**config.mk**
```make
export PLATFORM = sky130hd
export DESIGN_NAME = mem_lsu
export DESIGN_NICKNAME = d
export VERILOG_FILES = /design/src/rtl/mem_lsu.sv
export SDC_FILE = /design/constraint.sdc
export NUM_CORES = 1
export LEC_CHECK = 0
export ABC_CLOCK_PERIOD_IN_PS = 4700
export BUFFER_PORTS_ARGS = -buffer_cell sky130_fd_sc_hd__clkbuf_2
export CORE_ASPECT_RATIO = 2
export CORE_MARGIN = 2
export CORE_UTILIZATION = 45
export DETAILED_ROUTE_END_ITERATION = 16
export GPL_TIMING_DRIVEN = 0
export PLACE_DENSITY_LB_ADDON = 0.12
export SETUP_SLACK_MARGIN = 0.2
export SYNTH_ARGS = -nofsm -noshare
export SYNTH_HDL_FRONTEND = slang
export SYNTH_SLANG_ARGS = --single-unit
export TNS_END_PERCENT = 50
```
**constraint.sdc**
```tcl
create_clock -name clk -period 4.7 [get_ports clk]
set_input_delay 0.47 -clock clk [delete_from_list [all_inputs] [get_ports clk]]
set_output_delay 0.47 -clock clk [all_outputs]
set_load 0.02 [all_outputs]
```
**src/rtl/mem_lsu.sv**
```systemverilog
// rtl/mem_lsu.sv - MEM stage load/store unit: ALU passthrough, req/ack data-bus access, big-endian lanes
// Loads and stores stall the pipeline through IDLE -> BUSY -> DONE; results are presented in DONE.
module mem_lsu #(
  parameter int BUS_TIMEOUT = 255
) (
  input  logic        clk,
  input  logic        rst,
  input  logic [4:0]  mem_rw,
  input  logic        mem_wreg,
  input  logic [31:0] mem_wdata,
  input  logic [3:0]  mem_op,
  input  logic [31:0] mem_addr,
  input  logic [31:0] mem_sdata,
  input  logic [31:0] bus_rdata,
  input  logic        bus_ack,
  output logic        bus_req,
  output logic        bus_we,
  output logic [31:0] bus_addr,
  output logic [3:0]  bus_sel,
  output logic [31:0] bus_wdata,
  output logic [4:0]  wb_rw,
  output logic        wb_wreg,
  output logic [31:0] wb_wdata,
  output logic        stallreq,
  output logic        exc_misalign,
  output logic        exc_bus_err
);

  localparam logic [3:0] OP_LB  = 4'd1;
  localparam logic [3:0] OP_LBU = 4'd2;
  localparam logic [3:0] OP_LH  = 4'd3;
  localparam logic [3:0] OP_LHU = 4'd4;
  localparam logic [3:0] OP_LW  = 4'd5;
  localparam logic [3:0] OP_SB  = 4'd6;
  localparam logic [3:0] OP_SH  = 4'd7;
  localparam logic [3:0] OP_SW  = 4'd8;

  localparam logic [7:0] CNT_LAST = 8'(BUS_TIMEOUT - 1);

  typedef enum logic [1:0] {S_IDLE, S_BUSY, S_DONE} state_t;

  state_t      state;
  state_t      state_nxt;
  logic [7:0]  cnt;
  logic        err_q;
  logic [31:0] rdata_q;

  logic        is_load;
  logic        is_store;
  logic        misalign;
  logic [3:0]  sel_c;
  logic [31:0] wdata_c;
  logic [7:0]  byte_lane;
  logic [15:0] half_lane;
  logic [31:0] load_val;

  always_comb begin
    is_load  = (mem_op >= OP_LB) && (mem_op <= OP_LW);
    is_store = (mem_op >= OP_SB) && (mem_op <= OP_SW);
    case (mem_op)
      OP_LH, OP_LHU, OP_SH: misalign = mem_addr[0];
      OP_LW, OP_SW:         misalign = (mem_addr[1:0] != 2'b00);
      default:              misalign = 1'b0;
    endcase
  end

  // Byte enables and lane-replicated store data; lane 0 is the most significant byte.
  always_comb begin
    case (mem_op)
      OP_LB, OP_LBU, OP_SB: begin
        sel_c   = 4'b1000 >> mem_addr[1:0];
        wdata_c = {4{mem_sdata[7:0]}};
      end
      OP_LH, OP_LHU, OP_SH: begin
        sel_c   = mem_addr[1] ? 4'b0011 : 4'b1100;
        wdata_c = {2{mem_sdata[15:0]}};
      end
      default: begin
        sel_c   = 4'b1111;
        wdata_c = mem_sdata;
      end
    endcase
  end

  // Inputs are held by ctrl while stalled, so mem_addr/mem_op still select the lane in DONE.
  always_comb begin
    case (mem_addr[1:0])
      2'd0:    byte_lane = rdata_q[31:24];
      2'd1:    byte_lane = rdata_q[23:16];
      2'd2:    byte_lane = rdata_q[15:8];
      default: byte_lane = rdata_q[7:0];
    endcase
    half_lane = mem_addr[1] ? rdata_q[15:0] : rdata_q[31:16];
    case (mem_op)
      OP_LB:   load_val = {{24{byte_lane[7]}}, byte_lane};
      OP_LBU:  load_val = {24'd0, byte_lane};
      OP_LH:   load_val = {{16{half_lane[15]}}, half_lane};
      OP_LHU:  load_val = {16'd0, half_lane};
      default: load_val = rdata_q;
    endcase
  end

  always_ff @(posedge clk) begin
    if (rst) begin
      state <= S_IDLE;
    end else begin
      state <= state_nxt;
    end
  end

  always_comb begin
    state_nxt = state;
    case (state)
      S_IDLE: begin
        if ((is_load || is_store) && !misalign) begin
          state_nxt = S_BUSY;
        end
      end
      S_BUSY: begin
        if (bus_ack || (cnt == CNT_LAST)) begin
          state_nxt = S_DONE;
        end
      end
      default: state_nxt = S_IDLE;
    endcase
  end

  always_ff @(posedge clk) begin
    if (rst) begin
      bus_req   <= 1'b0;
      bus_we    <= 1'b0;
      bus_addr  <= 32'd0;
      bus_sel   <= 4'd0;
      bus_wdata <= 32'd0;
      cnt       <= 8'd0;
      err_q     <= 1'b0;
      rdata_q   <= 32'd0;
    end else begin
      case (state)
        S_IDLE: begin
          if ((is_load || is_store) && !misalign) begin
            bus_req   <= 1'b1;
            bus_we    <= is_store;
            bus_addr  <= {mem_addr[31:2], 2'b00};
            bus_sel   <= sel_c;
            bus_wdata <= wdata_c;
            cnt       <= 8'd0;
            err_q     <= 1'b0;
          end
        end
        S_BUSY: begin
          if (bus_ack) begin
            rdata_q <= bus_rdata;
            bus_req <= 1'b0;
          end else if (cnt == CNT_LAST) begin
            bus_req <= 1'b0;
            err_q   <= 1'b1;
          end else begin
            cnt <= cnt + 8'd1;
          end
        end
        default: ;
      endcase
    end
  end

  always_comb begin
    wb_rw        = mem_rw;
    wb_wreg      = mem_wreg;
    wb_wdata     = mem_wdata;
    stallreq     = 1'b0;
    exc_misalign = 1'b0;
    exc_bus_err  = 1'b0;
    case (state)
      S_IDLE: begin
        if (is_load || is_store) begin
          wb_wreg = 1'b0;
          if (misalign) begin
            exc_misalign = 1'b1;
          end else begin
            stallreq = 1'b1;
          end
        end
      end
      S_BUSY: begin
        stallreq = 1'b1;
        wb_wreg  = 1'b0;
      end
      default: begin
        if (err_q) begin
          wb_wreg     = 1'b0;
          exc_bus_err = 1'b1;
        end else if (is_load) begin
          wb_wdata = load_val;
        end else begin
          wb_wreg = 1'b0;
        end
      end
    endcase
  end

endmodule
```
==> results of run 1 <==
[area by class of cell]
cell class	instances	area, um^2
plain buffers	65	353
inverters	6	22.5
multi-input cells	544	3000
clock buffers	10	239
flip-flops and latches	111	2220
repair buffers	239	1200
fillers	1218	4850
well taps	147	184
clock inverters	5	52.6
[sequential cells by signal, summed over array words and instances (netlist names)]
signal,cells
err_q,1
bus_we,1
bus_addr,30
bus_wdata,32
bus_req,1
bus_sel,4
state,2
rdata_q,32
cnt,8
[synth_stat cells, drive strengths merged, types with 4 or more instances]
| cell type | instances | share of area, % |
|---|---|---|
| nand2b | 5 | 0.56 |
| nor3 | 24 | 2.1 |
| xor2 | 7 | 1.1 |
| nor2 | 75 | 5.0 |
| a211oi | 25 | 3.4 |
| a21oi | 98 | 8.8 |
| clkbuf | 29 | 1.9 |
| o21ai | 25 | 2.4 |
| o221ai | 8 | 1.3 |
| dfxtp | 111 | 40 |
| nand3 | 4 | 0.36 |
| buf | 36 | 4.4 |
| inv | 6 | 0.40 |
| nand2 | 182 | 12 |
| mux2i | 16 | 2.9 |
| a2bb2oi | 7 | 1.1 |
| and3 | 5 | 0.56 |
| a22o | 8 | 1.3 |
| mux4 | 8 | 3.2 |
[power breakdown]
part	switching, W	internal (W)
clock	0.000379	0.000383
sequential	0.0000413	0.00100
combinational	0.000354	0.000207
total	0.000774	0.00159
[worst min-delay path: stages]
cell	delay [ps]
clkbuf_2	80
nand2_1	40
a21oi_1	50
[kinds of logic after synthesis]
family          Yosys count  share of synthesized area (%)
simple gates            315                           23.7
compound gates          193                           22.0
flops                   111                           39.7
buf+inv                  71                           6.71
mux                      24                           6.08
xor+xnor                  8                           1.25
fa+ha+maj                 2                          0.447
other cells               1                         0.0670
[layer usage]
layer / global-route usage, % / wire length, um
met5: 0 / 0
met1: 27.8 / 6730
met2: 52.7 / 10200
met4: 14.4 / 921
met3: 5.49 / 1260
[worst max-delay path by stage]
| stage | slack (ps) | depth (start not counted) | endpoint |
|---|---|---|---|
| 2_1_floorplan | 2070 | 6 | exc_misalign |
| 3_3_place_gp | 1600 | 7 | wb_wdata[2] |
| 3_5_place_dp | 1590 | 7 | wb_wdata[2] |
| 4_1_cts | 1560 | 7 | wb_wdata[2] |
| 5_1_grt | 1390 | 7 | wb_wdata[2] |
| 6_report | 1510 | 7 | wb_wdata[2] |
[stage by stage]
stage          util [%]  std cells
2_1_floorplan         -        726
3_3_place_gp       57.6       1112
3_5_place_dp       57.6       1112
4_1_cts            60.0       1127
5_1_grt            60.0       1127
6_report           60.0       1127
[placed cells by master, fill, tap and decap left out, types with 6 or more instances in the layout]
master     synthesis  layout
o21ai_0           13      13
clkbuf_2           0     239
mux4_2             8       8
dfxtp_1          111     111
a21oi_1           97      97
clkbuf_16          0       9
nor3_1            24      24
nor2_1            75      75
clkbuf_1          29      29
a211oi_1          25      25
a22o_1             8       8
a2bb2oi_1          7       7
xor2_1             7       7
buf_4             12      12
nand2_1          182     182
buf_2             15      15
mux2i_1           16      16
o221ai_1           8       8
buf_6              6       6
o21ai_1            9       9
==> impl_metrics.json, run 1 <==
{
  "crit_type": "in -> out",
  "vias": 6120,
  "via_per_inst": 5.43,
  "layout_setup_ws_ps": 1510,
  "powerDensity_nw_per_um2": 326,
  "max_freq_ghz": 0.314,
  "die_h_um": 162,
  "r2r-start": "state[1]$_SDFFE_PP0P_",
  "core-area_um2": 12100,
  "tritoncts": "built",
  "yosysSeqAreaShare_pct": 39.7,
  "n_antenna_cell": 0,
  "drc_errors": 0,
  "cts_resized": 0,
  "cap_violations": 0,
  "status": "finished, final reports clean",
  "holdWs_ps": 328,
  "hp-class": "in -> reg",
  "drt_iter0_drc": 288,
  "tightest_slew_ps": 1010,
  "crit_path_max_incr_delay_ps": 800,
  "ys_warn_count": 0,
  "endpoint_kind": "primary output",
  "async_flop_share_pct": 0,
  "routedWlPerCell_um": 17.0,
  "fin_worst_skew_ps": 7.67,
  "critical_path_arrival_ps": 2720,
  "synth-seq-cells": 111,
  "syn_area_per_cell_um2": 7.72,
  "grt_pass1_vias": 5883,
  "cts.sinks": 111,
  "path_cells": "buf_4 > clkbuf_1 > a211oi_1 > clkbuf_1 > o221ai_1 > o21ai_1 > clkbuf_2",
  "layout_min_cycle_time_ps": 3190,
  "clk_latency_ps": 360,
  "grtUsageTotal_pct": 27.7,
  "place_area_um2": 6980,
  "synthCells": 725,
  "cp-start-kind": "input port",
  "post_cts_buffers": 0,
  "holdPathEnd": "rdata_q[30]$_SDFFE_PP0P_",
  "tns_ps": 0,
  "synth-edff-count": 0,
  "rsz0062_at_grt": "false",
  "cp_slowest_cell": "a211oi_1",
  "ctsLongestPathBuffers": 2,
  "hold_path_depth": 3,
  "ys.flop_type": "dfxtp_1",
  "antenna_found_initial": 0,
  "io_buffers": 239,
  "dpl.hpwl_um": 15200,
  "ctsHoldBuffers": 0,
  "fin_crit_sh_pct": 67.8,
  "area_growth_pct": 29.9,
  "cp_max_fo": 10,
  "clock-root-buffer": "clkbuf_16",
  "design_area_um2": 7270,
  "syn_area_um2": 5600,
  "dieArea_um2": 13400,
  "crit_top_cell": "clkbuf_1",
  "ys_types": 61,
  "hp-start": "bus_rdata[30]",
  "fp.dieW_um": 82.9,
  "setup_violations": 0,
  "place.gp.congestion": 0.910,
  "num_io_pins": 252,
  "final_antenna_net_count": 0,
  "maxSlewViolCount": 0,
  "worstSetupStartpoint": "mem_op[2]",
  "num_rows": 57,
  "num-nets-final": 1119,
  "crit_family": "compound AO/OA/AOI/OAI gates",
  "hold_viol_final": 0,
  "max_slew_margin_pct": 32.3,
  "initial_core_util_pct": 46.2,
  "worst_r2r_path_depth": 5,
  "numCtsBuffers": 9,
  "first_pass_iters": 5,
  "r2r-end": "rdata_q[22]$_SDFFE_PP0P_",
  "r2r_slack_ps": 2800,
  "p_leak_nw": 3.22,
  "grt_max_degree": 20,
  "irDropWorstVdd_v": 0.000193,
  "grt_pass1_wl_um": 29700,
  "clkTransAtPathRegs_ps": 80,
  "crit_buf_inv": 4,
  "htreeDepth": 3,
  "drive_above_1_share_pct": 31.6,
  "pre_cts_slack_ps": 1590,
  "design_power_total_w": 0.00237,
  "crit_required_ps": 4230,
  "grt.overflow.total": 0,
  "wirelength_um": 19100
}
(Power assumes the default switching activity.)
==> run 2: changes to the inputs <==
--- a/config.mk
+++ b/config.mk
@@ -5,7 +5,7 @@
 export SDC_FILE = /design/constraint.sdc
 export NUM_CORES = 1
 export LEC_CHECK = 0
-export ABC_CLOCK_PERIOD_IN_PS = 4700
+export ABC_CLOCK_PERIOD_IN_PS = 3000
 export BUFFER_PORTS_ARGS = -buffer_cell sky130_fd_sc_hd__clkbuf_2
 export CORE_ASPECT_RATIO = 2
 export CORE_MARGIN = 2
==> constraint.sdc (replaced) <==
create_clock -name clk -period 3 [get_ports clk]
set_input_delay 0.3 -clock clk [delete_from_list [all_inputs] [get_ports clk]]
set_output_delay 0.3 -clock clk [all_outputs]
set_load 0.02 [all_outputs]
==> impl_metrics.json, run 2 (synthesized netlist as in run 1, its figures left out) <==
{
  "grt.overflow.total": 0,
  "first_pass_iters": 5,
  "ctsLongestPathBuffers": 2,
  "fillerInstances": 1219,
  "dp_cells": 1112,
  "ctsHoldBuffers": 0,
  "clock-root-buffer": "clkbuf_16",
  "place.gp.congestion": 0.910,
  "max_slew_margin_pct": 29.6,
  "drive_above_1_share_pct": 31.8,
  "layout_setup_ws_ps": 297,
  "fin_cells": 1127,
  "grt_max_degree": 20,
  "via_per_inst": 5.37,
  "most-common-layout-cells": "clkbuf_2, nand2_1, dfxtp_1, a21oi_1, nor2_1",
  "power.share.clock_pct": 32.2,
  "powerDensity_nw_per_um2": 510,
  "crit_type": "reg -> out",
  "switching_share_pct": 32.7,
  "dieArea_um2": 13400,
  "hold_viol_final": 0,
  "reg_top3": "bus_wdata: 32 flops, rdata_q: 32 flops, bus_addr: 30 flops",
  "num-nets-final": 1119,
  "pre_cts_slack_ps": 226,
  "cp_max_fo": 10,
  "internal_power_w": 0.00250,
  "grtUsageTotal_pct": 27.7,
  "drc_errors": 0,
  "dpl.hpwl_um": 15200,
  "clkTransAtPathRegs_ps": 80,
  "status": "finished, final reports clean",
  "seq_power_share_pct": 44.1,
  "final_antenna_net_count": 0,
  "drt_iter0_drc": 292,
  "tns_ps": 0,
  "fin_worst_skew_ps": 6.69,
  "grt_pass1_wl_um": 29700,
  "cts.sinks": 111,
  "num_io_pins": 252,
  "fp.dieW_um": 82.9,
  "utilization_pct": 60.0,
  "p_leak_nw": 3.22,
  "layout_min_cycle_time_ps": 2700,
  "crit_required_ps": 2700,
  "htreeDepth": 3,
  "setup_violations": 0,
  "switchingPower_w": 0.00121,
  "wirelength_um": 19100,
  "num_rows": 57,
  "core-area_um2": 12100,
  "numCtsBuffers": 9,
  "irDropWorstVdd_v": 0.000299,
  "maxSlewViolCount": 0,
  "die_h_um": 162,
  "fin_crit_sh_pct": 90.1,
  "grt_pass1_vias": 5898,
  "cap_violations": 0,
  "rsz0062_at_grt": "false",
  "tightest_slew_ps": 1050,
  "final_common_cell": "clkbuf_2",
  "critical_path_arrival_ps": 2400,
  "initial_core_util_pct": 46.2,
  "vias": 6050,
  "antenna_found_initial": 0,
  "endpoint_kind": "primary output",
  "holdWs_ps": 156,
  "hp-class": "in -> reg",
  "io_buffers": 239,
  "clk_latency_ps": 350,
  "area_growth_pct": 30.0,
  "pwr-share-comb_pct": 23.7,
  "n_antenna_cell": 0,
  "tritoncts": "built",
  "routedWlPerCell_um": 17.0,
  "cp-start-kind": "register",
  "max_freq_ghz": 0.370
}
==> run 2: final timing paths <==
kind / from / to / slack, ps / depth (start not counted)
worst min-delay path: mem_addr[2] / bus_addr[2]$_SDFFE_PP0P_ / 160 / 3
worst min register to register: bus_addr[2]$_SDFFE_PP0P_ / bus_addr[2]$_SDFFE_PP0P_ / 450 / 2
worst max register to register: state[1]$_SDFFE_PP0P_ / rdata_q[25]$_SDFFE_PP0P_ / 1090 / 5
worst max-delay path: rdata_q[7]$_SDFFE_PP0P_ / wb_wdata[29] / 300 / 7
==> run 2: critical path, cell delays in order (launching register included) <==
cell and delay (ps):
dfxtp_1 360, mux4_2 520, nor2_1 110, a21oi_1 60, a31oi_2 500, buf_4 270
a21oi_1 80, clkbuf_2 160
==> run 2: power by group through the flow <==
stage / registers, W / clock network, W / logic, W
3_3_place_gp: 0.00167 / 0 / 0.000875
4_1_cts: 0.00164 / 0.00122 / 0.000883
6_report: 0.00164 / 0.00119 / 0.000880
3_5_place_dp: 0.00167 / 0 / 0.000878
5_1_grt: 0.00165 / 0.00127 / 0.000952
2_1_floorplan: 0.00176 / 0 / 0.000450
==> run 2: layout make-up <==
type | instances | area (um^2) | share of cell area [%]
buffer | 65 | 354 | 4.87
inverter | 6 | 22.5 | 0.309
multi-input combinational | 544 | 3010 | 41.3
clock inverter | 5 | 52.6 | 0.722
sequential | 111 | 2220 | 30.5
clock buffer | 10 | 239 | 3.28
tap | 147 | 184 | 2.53
timing repair buffer | 239 | 1200 | 16.4
==> run 2: through the flow <==
step	area, um^2	total power [W]
3_3_place_gp	6980	0.00254
6_report	7280	0.00371
2_1_floorplan	5600	0.00221
3_5_place_dp	6980	0.00255
4_1_cts	7280	0.00374
5_1_grt	7280	0.00387
==> run 2: routing by layer <==
| layer | vias up | GRT usage (%) | share of wire (%) |
|---|---|---|---|
| met3 | 42 | 5.39 | 6.2 |
| met5 | - | 0 | 0 |
| li1 | 2997 | - | - |
| met4 | 0 | 14.4 | 4.8 |
| met2 | 261 | 52.9 | 54 |
| met1 | 2750 | 27.9 | 35 |
==> run 2: timing repair <==
| action | in CTS | in global routing |
|---|---|---|
| setup endpoints to repair | 8 | 2 |
| gates resized for setup | 1 | 2 |
| setup buffers | 0 | 0 |
| endpoints found under the hold margin | 0 | 0 |
==> run 3: changes to the inputs <==
--- a/config.mk
+++ b/config.mk
@@ -5,8 +5,10 @@
 export SDC_FILE = /design/constraint.sdc
 export NUM_CORES = 1
 export LEC_CHECK = 0
+export ABC_AREA = 1
 export ABC_CLOCK_PERIOD_IN_PS = 3000
 export BUFFER_PORTS_ARGS = -buffer_cell sky130_fd_sc_hd__clkbuf_2
+export CAP_MARGIN = 20
 export CORE_ASPECT_RATIO = 2
 export CORE_MARGIN = 2
 export CORE_UTILIZATION = 45
==> impl_metrics.json, run 3 <==
{
  "status": "finished, final reports clean",
  "cts_resized": 0,
  "final_antenna_net_count": 0,
  "powerDensity_nw_per_um2": 513,
  "path_cells": "clkbuf_2 > nor2_1 > nand2_1 > nand2_1 > nand3_1 > inv_1 > buf_2 > o21ai_0 > o21ai_0 > clkbuf_2",
  "synth-seq-cells": 111,
  "drc_errors": 0,
  "internal_power_w": 0.00252,
  "reg_top3": "bus_wdata: 32 flops, rdata_q: 32 flops, bus_addr: 30 flops",
  "yosysSeqAreaShare_pct": 38.6,
  "grt.overflow.total": 0,
  "drive_above_1_share_pct": 26.7,
  "grtUsageTotal_pct": 28.2,
  "die_h_um": 164,
  "first_pass_iters": 5,
  "yosysTopAreaCellShare_pct": 38.6,
  "clock-root-buffer": "clkbuf_16",
  "holdPathEnd": "bus_addr[6]$_SDFFE_PP0P_",
  "maxSlewViolCount": 0,
  "via_per_inst": 5.13,
  "num-nets-final": 1283,
  "cp_max_fo": 10,
  "core-area_um2": 12600,
  "max_slew_margin_pct": 61.7,
  "pre_cts_slack_ps": 519,
  "layout_min_cycle_time_ps": 2480,
  "vias": 6646,
  "tritoncts": "built",
  "crit_required_ps": 2700,
  "crit_path_max_incr_delay_ps": 300,
  "fin_worst_skew_ps": 6.65,
  "routedWlPerCell_um": 15.4,
  "irDropWorstVdd_v": 0.000304,
  "ctsHoldBuffers": 0,
  "final_common_cell": "nand2_1",
  "ys_warn_count": 0,
  "most-common-layout-cells": "nand2_1, clkbuf_2, dfxtp_1, a21oi_1, nand3_1",
  "ys.flop_type": "dfxtp_1",
  "tightest_slew_ps": 575,
  "n_antenna_cell": 0,
  "worst_r2r_path_depth": 8,
  "grt_pass1_wl_um": 30700,
  "synth-edff-count": 0,
  "crit_type": "in -> out",
  "fin_crit_sh_pct": 82.7,
  "cap_violations": 0,
  "r2r_slack_ps": 1270,
  "drt_iter0_drc": 221,
  "io_buffers": 244,
  "area_growth_pct": 29.5,
  "pwr-share-comb_pct": 25.9,
  "switching_share_pct": 34.1,
  "cp-start-kind": "input port",
  "clkTransAtPathRegs_ps": 80,
  "clk_latency_ps": 340,
  "synthCells": 884,
  "hp-class": "in -> reg",
  "fp.dieW_um": 84.0,
  "switchingPower_w": 0.00130,
  "p_leak_nw": 3.90,
  "grt_pass1_vias": 6424,
  "r2r-start": "cnt[3]$_SDFFE_PP0P_",
  "power.share.clock_pct": 30.2,
  "dpl.hpwl_um": 16300,
  "hold_viol_final": 0,
  "layout_setup_ws_ps": 520,
  "post_cts_buffers": 0,
  "setup_violations": 0,
  "tns_ps": 0,
  "async_flop_share_pct": 0,
  "rsz0062_at_grt": "false",
  "synth_area_leaders": "dfxtp_1, nand2_1, a21oi_1",
  "r2r-end": "bus_req$_SDFFE_PP0P_",
  "dieArea_um2": 13800,
  "endpoint_kind": "primary output",
  "place.gp.congestion": 0.971,
  "ctsLongestPathBuffers": 2,
  "htreeDepth": 3,
  "numCtsBuffers": 9,
  "max_freq_ghz": 0.403,
  "seq_power_share_pct": 43.9,
  "ys_types": 28,
  "num_io_pins": 252,
  "yosysMostFrequentCell": "nand2_1",
  "initial_core_util_pct": 45.8,
  "cts.sinks": 111,
  "grt_max_degree": 20,
  "num_rows": 58,
  "hp-start": "mem_addr[6]",
  "synth_common_cells": "nand2_1, dfxtp_1, a21oi_1",
  "hold_path_depth": 3,
  "critical_path_arrival_ps": 2180,
  "syn_area_per_cell_um2": 6.51,
  "cp_slowest_cell": "buf_2",
  "yosys.area.top_type": "dfxtp_1",
  "syn_area_um2": 5750,
  "antenna_found_initial": 0,
  "wirelength_um": 19900
}
## run 3: worst max-delay path by stage
stage / startpoint / to / slack, ps / depth (start not counted)
after floorplan: mem_op[3] / wb_wdata[3] / 1070 / 8
after global placement: mem_op[2] / wb_wdata[3] / 500 / 10
after detailed placement: mem_op[2] / wb_wdata[3] / 520 / 10
after CTS: mem_op[2] / wb_wdata[3] / 510 / 10
after global routing: mem_op[2] / wb_wdata[4] / 340 / 10
final: mem_op[2] / wb_wdata[3] / 520 / 10
## run 3: cell families (layout without fill, tap and decap cells)
kind of cell | after synthesis | after routing | synth area share, %
buffers and inverters | 131 | 391 | 10.1
other | 1 | 2 | 0.0652
adders and majority gates | 2 | 2 | 0.435
xor gates and xnor gates | 6 | 6 | 0.913
AOI/OAI and AO/OA | 193 | 193 | 18.7
and+or+nand+nor | 440 | 440 | 31.2
DFF | 111 | 111 | 38.6
## run 3: metal layers
layer	wire length (um)	global-route usage, %	vias up
met5	0	0	-
met4	1260	18.3	0
met3	1120	4.47	53
met2	11000	55.7	265
met1	6590	26.0	2951
li1	-	-	3377
## run 3: power by group through the flow
| stage | sequential, W | clock (W) | combinational [W] |
|---|---|---|---|
| final | 0.00168 | 0.00115 | 0.000990 |
| after floorplan | 0.00181 | 0 | 0.000505 |
| after detailed placement | 0.00171 | 0 | 0.000993 |
| after CTS | 0.00168 | 0.00118 | 0.000996 |
| after global placement | 0.00171 | 0 | 0.000990 |
| after global routing | 0.00169 | 0.00123 | 0.00110 |
## run 3: cell type report
class	count	area [um^2]
clock inverters	6	55.1
multi-input cells	643	2960
flip-flops and latches	111	2220
inverters	71	267
fillers	1325	5100
plain buffers	60	313
clock buffers	10	229
well taps	150	188
repair buffers	244	1220
## run 3: stage by stage
step           util [%]  hold slack [ps]  instances  total power [W]  instance area, um^2
2_1_floorplan         -              403        885          0.00231                 5760
3_3_place_gp       57.1              435       1279          0.00270                 7170
3_5_place_dp       57.1              447       1279          0.00270                 7170
4_1_cts            59.3              120       1295          0.00385                 7450
5_1_grt            59.3              139       1295          0.00401                 7450
6_report           59.3              133       1295          0.00382                 7450
## run 3: worst max-delay path, delay by kind of cell
| kind | cells | cell delay (ps) |
|---|---|---|
| buffers and inverters | 4 | 890 |
| and+or+nand+nor | 4 | 670 |
| AOI/OAI and AO/OA | 2 | 310 |
